**config.mk**
```make
export PLATFORM = sky130hd
export DESIGN_NAME = pipeline_frame_controller
export DESIGN_NICKNAME = d
export VERILOG_FILES = /design/src/rtl/pipeline_frame_controller.sv
export SDC_FILE = /design/constraint.sdc
export NUM_CORES = 1
export LEC_CHECK = 0
export ABC_AREA = 1
export BUFFER_PORTS_ARGS = -buffer_cell sky130_fd_sc_hd__clkbuf_2
export CORE_MARGIN = 1.5
export CORE_UTILIZATION = 59
export CTS_BUF_LIST = sky130_fd_sc_hd__clkbuf_2
export DETAILED_ROUTE_END_ITERATION = 10
export MAX_ROUTING_LAYER = met4
export PLACE_DENSITY = 0.8
export SETUP_SLACK_MARGIN = 0.02
export SYNTH_ARGS = -nofsm -noshare
export SYNTH_HDL_FRONTEND = slang
export SYNTH_SLANG_ARGS = --single-unit
```
**constraint.sdc**
```tcl
create_clock -name iCLK -period 2.3 [get_ports iCLK]
set_input_delay 0.46 -clock iCLK [delete_from_list [all_inputs] [get_ports iCLK]]
set_output_delay 0.46 -clock iCLK [all_outputs]
set_load 0.1 [all_outputs]
```
**src/rtl/pipeline_frame_controller.sv**
```systemverilog
// Frame-level capture sequencer between the edge pipeline and the SDRAM write port.
// Optional macro PIPE_CTRL_STATS_EN adds oFrameMax (per-frame interior maximum).
module pipeline_frame_controller #(
  parameter int OUT_WIDTH  = 640,
  parameter int OUT_HEIGHT = 480,
  parameter int BORDER     = 1
) (
  input  logic        iCLK,
  input  logic        iRST,
  input  logic        iFrameStart,
  input  logic        iStart,
  input  logic        iStop,
  input  logic [1:0]  iMode,
  input  logic [11:0] iThresh,
  input  logic [11:0] iDATA,
  input  logic        iDVAL,
  output logic [11:0] oDATA,
  output logic        oDVAL,
  output logic        oBusy,
  output logic        oFrameDone,
  output logic [15:0] oFrameCnt,
  output logic        oErr
`ifdef PIPE_CTRL_STATS_EN
  ,
  output logic [11:0] oFrameMax
`endif
);

  localparam int CW = (OUT_WIDTH  > 1) ? $clog2(OUT_WIDTH)  : 1;
  localparam int RW = (OUT_HEIGHT > 1) ? $clog2(OUT_HEIGHT) : 1;
  localparam logic [CW-1:0] COL_LAST = CW'(OUT_WIDTH - 1);
  localparam logic [RW-1:0] ROW_LAST = RW'(OUT_HEIGHT - 1);
  localparam logic [CW-1:0] COL_LO   = CW'(BORDER);
  localparam logic [CW-1:0] COL_HI   = CW'(OUT_WIDTH - BORDER);
  localparam logic [RW-1:0] ROW_LO   = RW'(BORDER);
  localparam logic [RW-1:0] ROW_HI   = RW'(OUT_HEIGHT - BORDER);

  typedef enum logic [1:0] {
    S_IDLE  = 2'd0,
    S_ARM   = 2'd1,
    S_RUN   = 2'd2,
    S_DRAIN = 2'd3
  } state_t;

  state_t state_q, state_d;

  logic [CW-1:0] col_q, col_d, col_s;
  logic [RW-1:0] row_q, row_d, row_s;
  logic          done_q, done_d, done_s;
  logic [1:0]    mode_q, mode_d;
  logic [11:0]   thresh_q, thresh_d;
  logic [11:0]   data_q, data_d;
  logic          dval_q, dval_d;
  logic          fdone_q, fdone_d;
  logic [15:0]   cnt_q, cnt_d;
  logic          err_q, err_d;
  logic [11:0]   max_run_q, max_run_d, max_run_s;
  logic [11:0]   max_q, max_d;

  logic          capturing_s, last_s, emit_s, short_s, border_s;
  logic [11:0]   mode_val_s, pix_s;

  // State register
  always_ff @(posedge iCLK or posedge iRST) begin
    if (iRST) begin
      state_q <= S_IDLE;
    end else begin
      state_q <= state_d;
    end
  end

  // Next-state logic; iStop takes priority over iStart
  always_comb begin
    state_d = state_q;
    case (state_q)
      S_IDLE: begin
        if (iStart && !iStop) state_d = S_ARM;
        else                  state_d = S_IDLE;
      end
      S_ARM: begin
        if (iStop)            state_d = S_IDLE;
        else if (iFrameStart) state_d = S_RUN;
        else                  state_d = S_ARM;
      end
      S_RUN: begin
        if (iStop) state_d = S_DRAIN;
        else       state_d = S_RUN;
      end
      S_DRAIN: begin
        if (done_q || short_s || (emit_s && last_s)) state_d = S_IDLE;
        else                                         state_d = S_DRAIN;
      end
      default: state_d = S_IDLE;
    endcase
  end

  // Output decode from state
  always_comb begin
    case (state_q)
      S_ARM, S_RUN, S_DRAIN: oBusy = 1'b1;
      default:               oBusy = 1'b0;
    endcase
  end

  // Datapath: a frame-start pulse restarts the frame before any coincident pixel is used
  always_comb begin
    col_s       = iFrameStart ? '0 : col_q;
    row_s       = iFrameStart ? '0 : row_q;
    done_s      = iFrameStart ? 1'b0 : done_q;
    mode_d      = iFrameStart ? iMode : mode_q;
    thresh_d    = iFrameStart ? iThresh : thresh_q;
    max_run_s   = iFrameStart ? 12'd0 : max_run_q;
    capturing_s = (state_q == S_RUN) || (state_q == S_DRAIN);
    last_s      = (col_s == COL_LAST) && (row_s == ROW_LAST);
    emit_s      = capturing_s && iDVAL && !done_s;
    short_s     = iFrameStart && capturing_s && !done_q &&
                  ((col_q != '0) || (row_q != '0));
    border_s    = (col_s < COL_LO) || (col_s >= COL_HI) ||
                  (row_s < ROW_LO) || (row_s >= ROW_HI);

    case (mode_d)
      2'd0:    mode_val_s = iDATA;
      2'd1:    mode_val_s = (iDATA >= thresh_d) ? 12'hFFF : 12'h000;
      2'd2:    mode_val_s = 12'hFFF - iDATA;
      default: mode_val_s = 12'h000;
    endcase
    pix_s = border_s ? 12'h000 : mode_val_s;

    col_d  = col_s;
    row_d  = row_s;
    done_d = done_s;
    if (emit_s) begin
      if (last_s) begin
        done_d = 1'b1;
      end else if (col_s == COL_LAST) begin
        col_d = '0;
        row_d = row_s + RW'(1);
      end else begin
        col_d = col_s + CW'(1);
      end
    end else begin
      done_d = done_s;
    end

    dval_d  = emit_s;
    data_d  = emit_s ? pix_s : data_q;
    fdone_d = emit_s && last_s;
    cnt_d   = fdone_d ? (cnt_q + 16'd1) : cnt_q;
    // Pixels past the last one of a captured frame are dropped and flagged
    err_d   = err_q || short_s || (capturing_s && iDVAL && done_s);

    if (emit_s && !border_s && (mode_val_s > max_run_s)) max_run_d = mode_val_s;
    else                                                 max_run_d = max_run_s;
    max_d = fdone_d ? max_run_d : max_q;
  end

  // Counters, active frame settings and registered outputs
  always_ff @(posedge iCLK or posedge iRST) begin
    if (iRST) begin
      col_q     <= '0;
      row_q     <= '0;
      done_q    <= 1'b0;
      mode_q    <= 2'd0;
      thresh_q  <= 12'd0;
      data_q    <= 12'd0;
      dval_q    <= 1'b0;
      fdone_q   <= 1'b0;
      cnt_q     <= 16'd0;
      err_q     <= 1'b0;
      max_run_q <= 12'd0;
      max_q     <= 12'd0;
    end else begin
      col_q     <= col_d;
      row_q     <= row_d;
      done_q    <= done_d;
      mode_q    <= mode_d;
      thresh_q  <= thresh_d;
      data_q    <= data_d;
      dval_q    <= dval_d;
      fdone_q   <= fdone_d;
      cnt_q     <= cnt_d;
      err_q     <= err_d;
      max_run_q <= max_run_d;
      max_q     <= max_d;
    end
  end

  assign oDATA      = data_q;
  assign oDVAL      = dval_q;
  assign oFrameDone = fdone_q;
  assign oFrameCnt  = cnt_q;
  assign oErr       = err_q;

`ifdef PIPE_CTRL_STATS_EN
  assign oFrameMax = max_q;
`else
  logic unused_max_s;
  assign unused_max_s = ^max_q;
`endif

endmodule
```
==> impl_metrics.yaml, run 1 <==
outcome:
  status: "finished clean"
detailed_routing:
  via_per_inst: 5.24
  wl_um: 9360
  via_count: 3763
  wl_per_cell_um: 13.0
  drcViolationCount: 0
  antenna_left: 0
  drt_iter0_markers: 134
  dr.pass1.iters: 4
cells_and_area:
  nNetsFinal: 681
  drive_above_1_share: 0.213
  antenna_cells: 0
  syn_to_final_growth_pct: 14.0
  utilization: 0.693
sta:
  slew_violations: 0
  hold_violations: 0
  max_freq_mhz: 487
  finalSetupViolations: 0
  post-route-period-util: 0.892
  fin_ws_ns: 0.248
  timing.final.crit_period_ns: 2.05
  setup_tns_ns: 0
  holdWs_ns: 0.211
  tightest_slew_ns: 0.688
  rsz0062_at_grt: "no"
  clock_skew_ns: 0.0193
  slew_headroom: 0.540
worst_setup_path:
  start_kind: "flip-flop"
  cp_data_required_time_ns: 1.84
  end_kind: "output pin"
  cp_max_fo: 6
  r2r_setup_slack_ns: 0.28
  rr_worst_depth: 11
  reg2reg_to: "col_q[9]"
  critPathKind: "flip-flop to output pin"
  worst_ep_arrival_time_ns: 1.59
  r2r-start: "col_q[0]"
  crit_start: "state_q[1]"
global_routing:
  grt_pass1_wl_um: 15900
  antenna_found_initial: 0
  grt_pass1_vias: 3585
  gr-total-overflow: 0
  track_usage: 0.278
  grt_max_degree: 68
min_path:
  min_from: "iMode[0]"
  holdCritPathClass: "primary input to flip-flop"
  worstHoldPathCells: 3
  hold_path_end: "mode_q[0]"
flow_run:
  drv_cap: 0
die:
  die_w_um: 86.4
  design.die.area_um2: 7470
  start_util: 0.608
  fp.dieH_um: 86.4
  core_um2: 6760
  rows: 30
  io_pins: 64
clock_network:
  clockBufferDepth: 2
  cts_tree: "yes"
  clock_sinks: 67
  path_clk_slew_ns: 0.19
  clk_latency_ns: 0.50
  clock-root-buffer: "clkbuf_2"
  cts_buffers: 9
  htreeDepth: 3
logic_synthesis:
  synth_seq_cells: 67
  syn_nets: 604
  syn_inst: 556
  synth_area_um2: 4110
  yosysWarnings: 0
  avgSynthCellArea_um2: 7.39
  yosysUniqueCellTypes: 39
  yosysSeqAreaShare: 0.408
place:
  dp_hpwl_um: 6920
  portBuffers: 63
  gp_congestion: 0.942
  pre_cts_ws_ns: -0.0805
power:
  power_density_nw_per_um2: 542
  leakagePower_nw: 2.66
  total_power_mw: 2.54
  ir_drop_mv: 0.274
[layer usage]
| layer | part of all wire | vias to the layer above | global-route usage |
|---|---|---|---|
| met3 | 0.041 | 14 | 0.0533 |
| met2 | 0.47 | 80 | 0.430 |
| li1 | - | 1898 | - |
| met1 | 0.48 | 1771 | 0.371 |
| met4 | 0.011 | 0 | 0.0850 |
| met5 | 0 | - | - |
[cell families after synthesis]
| logic type | share of synthesized area |
|---|---|
| compound gates | 0.0768 |
| xor+xnor | 0.0362 |
| fa+ha+maj | 0.0487 |
| buf+inv | 0.0923 |
| flops | 0.408 |
| simple gates | 0.338 |
[timing repair]
item,in CTS,in global routing
hold endpoints to repair,42,0
setup buffers,0,0
hold buffers,1,0
resized for setup,0,0
[worst max-delay path, stage by stage (launching register included)]
cell      delay (ns)
dfrtp_1         0.48
nor2_1          0.08
inv_1           0.08
clkbuf_2        0.45
[synth_stat cells (all sizes together)]
library cell	instances	area, um2
nand4	8	50.1
a31oi	1	6.26
nor4	1	6.26
clkbuf	3	11.3
nor3	10	66.3
or2	11	68.8
nand3	27	153
xnor2	4	35.0
o22ai	3	18.8
o21ai	34	170
dfrtp	67	1680
o211ai	1	7.51
buf	11	108
a21oi	18	105
nor2	60	255
nand2	196	773
clkinv	2	8.75
nand3b	2	15.0
ha	16	200
inv	67	251
xor2	13	114
a22oi	1	7.51
[through the flow]
step	std cells	area, um2
6_report	718	4680
5_1_grt	718	4680
4_1_cts	718	4680
3_5_place_dp	701	4600
3_3_place_gp	701	4600
2_1_floorplan	556	4170
[layout make-up]
class / count / area (um2)
sequential: 67 / 1680
fill: 570 / 2080
timing repair buffer: 80 / 483
tap: 80 / 100
inverter: 69 / 260
multi-input combinational: 406 / 2090
clock buffer: 11 / 55.1
clock inverter: 5 / 20.0
[registers in the layout (all words and copies together), names as in the netlist]
register    cells
oErr            1
thresh_q       12
col_q          10
mode_q          2
oFrameDone      1
oDVAL           1
row_q           9
state_q         2
oFrameCnt      16
oDATA          12
done_q          1
[worst max-delay path by stage]
stage / slack (ns) / to / cells past startpoint
finish: 0.25 / oBusy / 3
global route: 0.13 / oFrameCnt[8] / 11
CTS: 0.26 / oBusy / 3
detailed placement: -0.08 / oDATA[8] / 13
global placement: -0.02 / oDATA[8] / 16
floorplan: 0.03 / oDATA[0] / 16
[cell usage in the layout, fill, tap and decap left out, types with 2 or more instances in the layout]
cell / count
dfrtp_1: 67
inv_1: 65
or2_2: 6
clkbuf_2: 74
nand2_4: 2
inv_2: 2
xor2_1: 13
nor2_4: 2
xnor2_1: 4
buf_4: 13
a21oi_1: 16
nor2_1: 52
nand3b_1: 2
o22ai_1: 3
ha_1: 16
o21ai_1: 4
nor2_2: 6
o21ai_0: 25
nand2_2: 10
clkinv_1: 5
nand2_1: 184
nor3_1: 8
clkinv_2: 2
o21ai_2: 5
nand3_1: 25
or2_4: 5
nand4_1: 8
buf_12: 3
[power by group]
part | internal, mW | switching [mW]
logic | 0.192 | 0.513
clock network | 0.136 | 0.417
registers | 1.24 | 0.0384
total | 1.57 | 0.968
(Power assumes the default switching activity.)
==> inputs of run 2 (changes only) <==
CORE_ASPECT_RATIO = 2   (was default)
==> run 2 against run 1 <==
Cell count is 2.4% higher. Via count is 1.5% higher. Setup slack worse by 0.0055 ns. Routed wire length is 9.6% higher. Final area is 1.4% higher. Clock power is 2% lower. Combinational power is 0.7% higher. Register-to-register slack hardly changed. Clock skew is 0.0020 ns higher. Global-route usage is 3.8 points higher. Critical path type unchanged.
==> impl_metrics.yaml, run 2 (same netlist as run 1, synthesis figures left out) <==
sta:
  timing.final.crit_period_ns: 2.06
  post-route-period-util: 0.895
  setup_tns_ns: 0
  finalSetupViolations: 0
  slew_headroom: 0.509
  clock_skew_ns: 0.0213
  rsz0062_at_grt: "no"
  max_freq_mhz: 486
  tightest_slew_ns: 0.733
  slew_violations: 0
  hold_violations: 0
cells_and_area:
  syn_to_final_growth_pct: 15.5
  nNetsFinal: 690
  fillers: 593
  utilization: 0.711
  final_cell_mix: "nand2_1 (184), clkbuf_2 (73), dfrtp_1 (67)"
  final_common_cell: "nand2_1"
  drive_above_1_share: 0.224
  largest_reg_flops: 16
power:
  power_density_nw_per_um2: 534
  ir_drop_mv: 0.371
  total_power_mw: 2.54
  leakagePower_nw: 2.70
die:
  rows: 42
  io_pins: 64
  die_w_um: 62
  start_util: 0.615
  fp.dieH_um: 121
  design.die.area_um2: 7500
  core_um2: 6670
detailed_routing:
  highest_layer: "met4"
  antenna_left: 0
  route.met3.wl_um: 439
  wl_per_cell_um: 14.0
  via_per_inst: 5.20
  drt_iter0_markers: 229
  drt-met1-wl_um: 3820
  dr.pass1.iters: 4
  dr_wl_met2_um: 5640
  drcViolationCount: 0
  via_count: 3820
  wl_um: 10300
clock_network:
  clk_latency_ns: 0.55
  htreeDepth: 3
  cts_buffers: 9
  clock_sinks: 67
  path_clk_slew_ns: 0.17
  post_cts_buffers: 0
  clock-root-buffer: "clkbuf_2"
  cts_tree: "yes"
  clockBufferDepth: 2
worst_setup_path:
  reg2reg_to: "oDATA[0]"
  end_kind: "output pin"
  rr_worst_depth: 10
  cp_data_required_time_ns: 1.84
  worst_ep_arrival_time_ns: 1.60
  cp_max_fo: 6
  cp_slowest_cell: "dfrtp_1"
  r2r_setup_slack_ns: 0.29
  critPathKind: "flip-flop to output pin"
  path_cells: "nor2_1, inv_1, clkbuf_2"
  cpPeakStageDelay_ns: 0.47
  start_kind: "flip-flop"
  r2r-start: "thresh_q[7]"
place:
  portBuffers: 63
  dp_hpwl_um: 7960
  gp_congestion: 0.913
global_routing:
  antenna_found_initial: 1
  grt_max_degree: 49
  gr-total-overflow: 0
  track_usage: 0.315
  grt_pass1_vias: 3845
  grt_pass1_wl_um: 16800
min_path:
  holdCritPathClass: "primary input to flip-flop"
  hold_path_end: "state_q[0]"
  min_from: "iStart"
  worstHoldPathCells: 3
outcome:
  status: "finished clean"
flow_run:
  drv_cap: 0
## run 2: cell count changes in the layout (fill, tap and decap cells not counted)
cell | previous run | this run
clkinv_1 | 5 | 4
diode_2 | 0 | 1
clkbuf_2 | 74 | 73
clkinv_2 | 2 | 3
buf_12 | 3 | 2
buf_4 | 13 | 23
## run 2: timing repair
| item | 4_1_cts | 5_1_grt |
|---|---|---|
| hold endpoints to repair | 19 | 0 |
| gates resized for setup | 0 | 0 |
| hold buffers | 1 | 0 |
## run 2: per-layer routing
layer | vias up | track usage
met2 | 99 | 0.532
met3 | 32 | 0.0736
li1 | 1917 | -
met1 | 1772 | 0.333
met4 | 0 | 0.140
met5 | - | -
## run 2: worst max-delay path: cells and delay by family (launching register included)
kind	cells	cell delay (ns)
DFF	1	0.47
buffers and inverters	2	0.50
and+or+nand+nor	1	0.08
## run 2: worst max path at each step
stage,from,endpoint,slack [ns]
after global placement,iFrameStart,oDATA[7],-0.13
final,state_q[1],oBusy,0.24
after detailed placement,iFrameStart,oDATA[0],-0.26
after global routing,thresh_q[7],oDATA[0],0.08
after floorplan,iFrameStart,oDATA[0],0.03
after CTS,state_q[1],oBusy,0.22
## run 2: power breakdown
part | switching, mW | internal, mW | total [mW] | leakage, nW
logic | 0.518 | 0.193 | 0.710 | 1.79
registers | 0.0397 | 1.24 | 1.28 | 0.859
clock network | 0.418 | 0.127 | 0.545 | 0.0541
total | 0.975 | 1.56 | 2.54 | 2.70
## run 2: through the flow
step | area, um2 | worst slack, ns | hold WS (ns) | instances
floorplan | 4170 | 0.0258 | 0.442 | 556
global placement | 4660 | -0.133 | 0.456 | 718
detailed placement | 4660 | -0.258 | 0.465 | 718
CTS | 4740 | 0.218 | 0.139 | 734
global route | 4740 | 0.0831 | 0.131 | 735
finish | 4740 | 0.243 | 0.157 | 735
## run 2: area by class of cell
cell class	count	area [um2]	share of cell area
diodes	1	2.50	0.000527
clock buffers	10	50.0	0.0105
clock inverters	5	21.3	0.00448
inverters	69	260	0.0549
multi-input cells	406	2090	0.440
flip-flops and latches	67	1680	0.353
well taps	88	110	0.0232
repair buffers	89	538	0.113
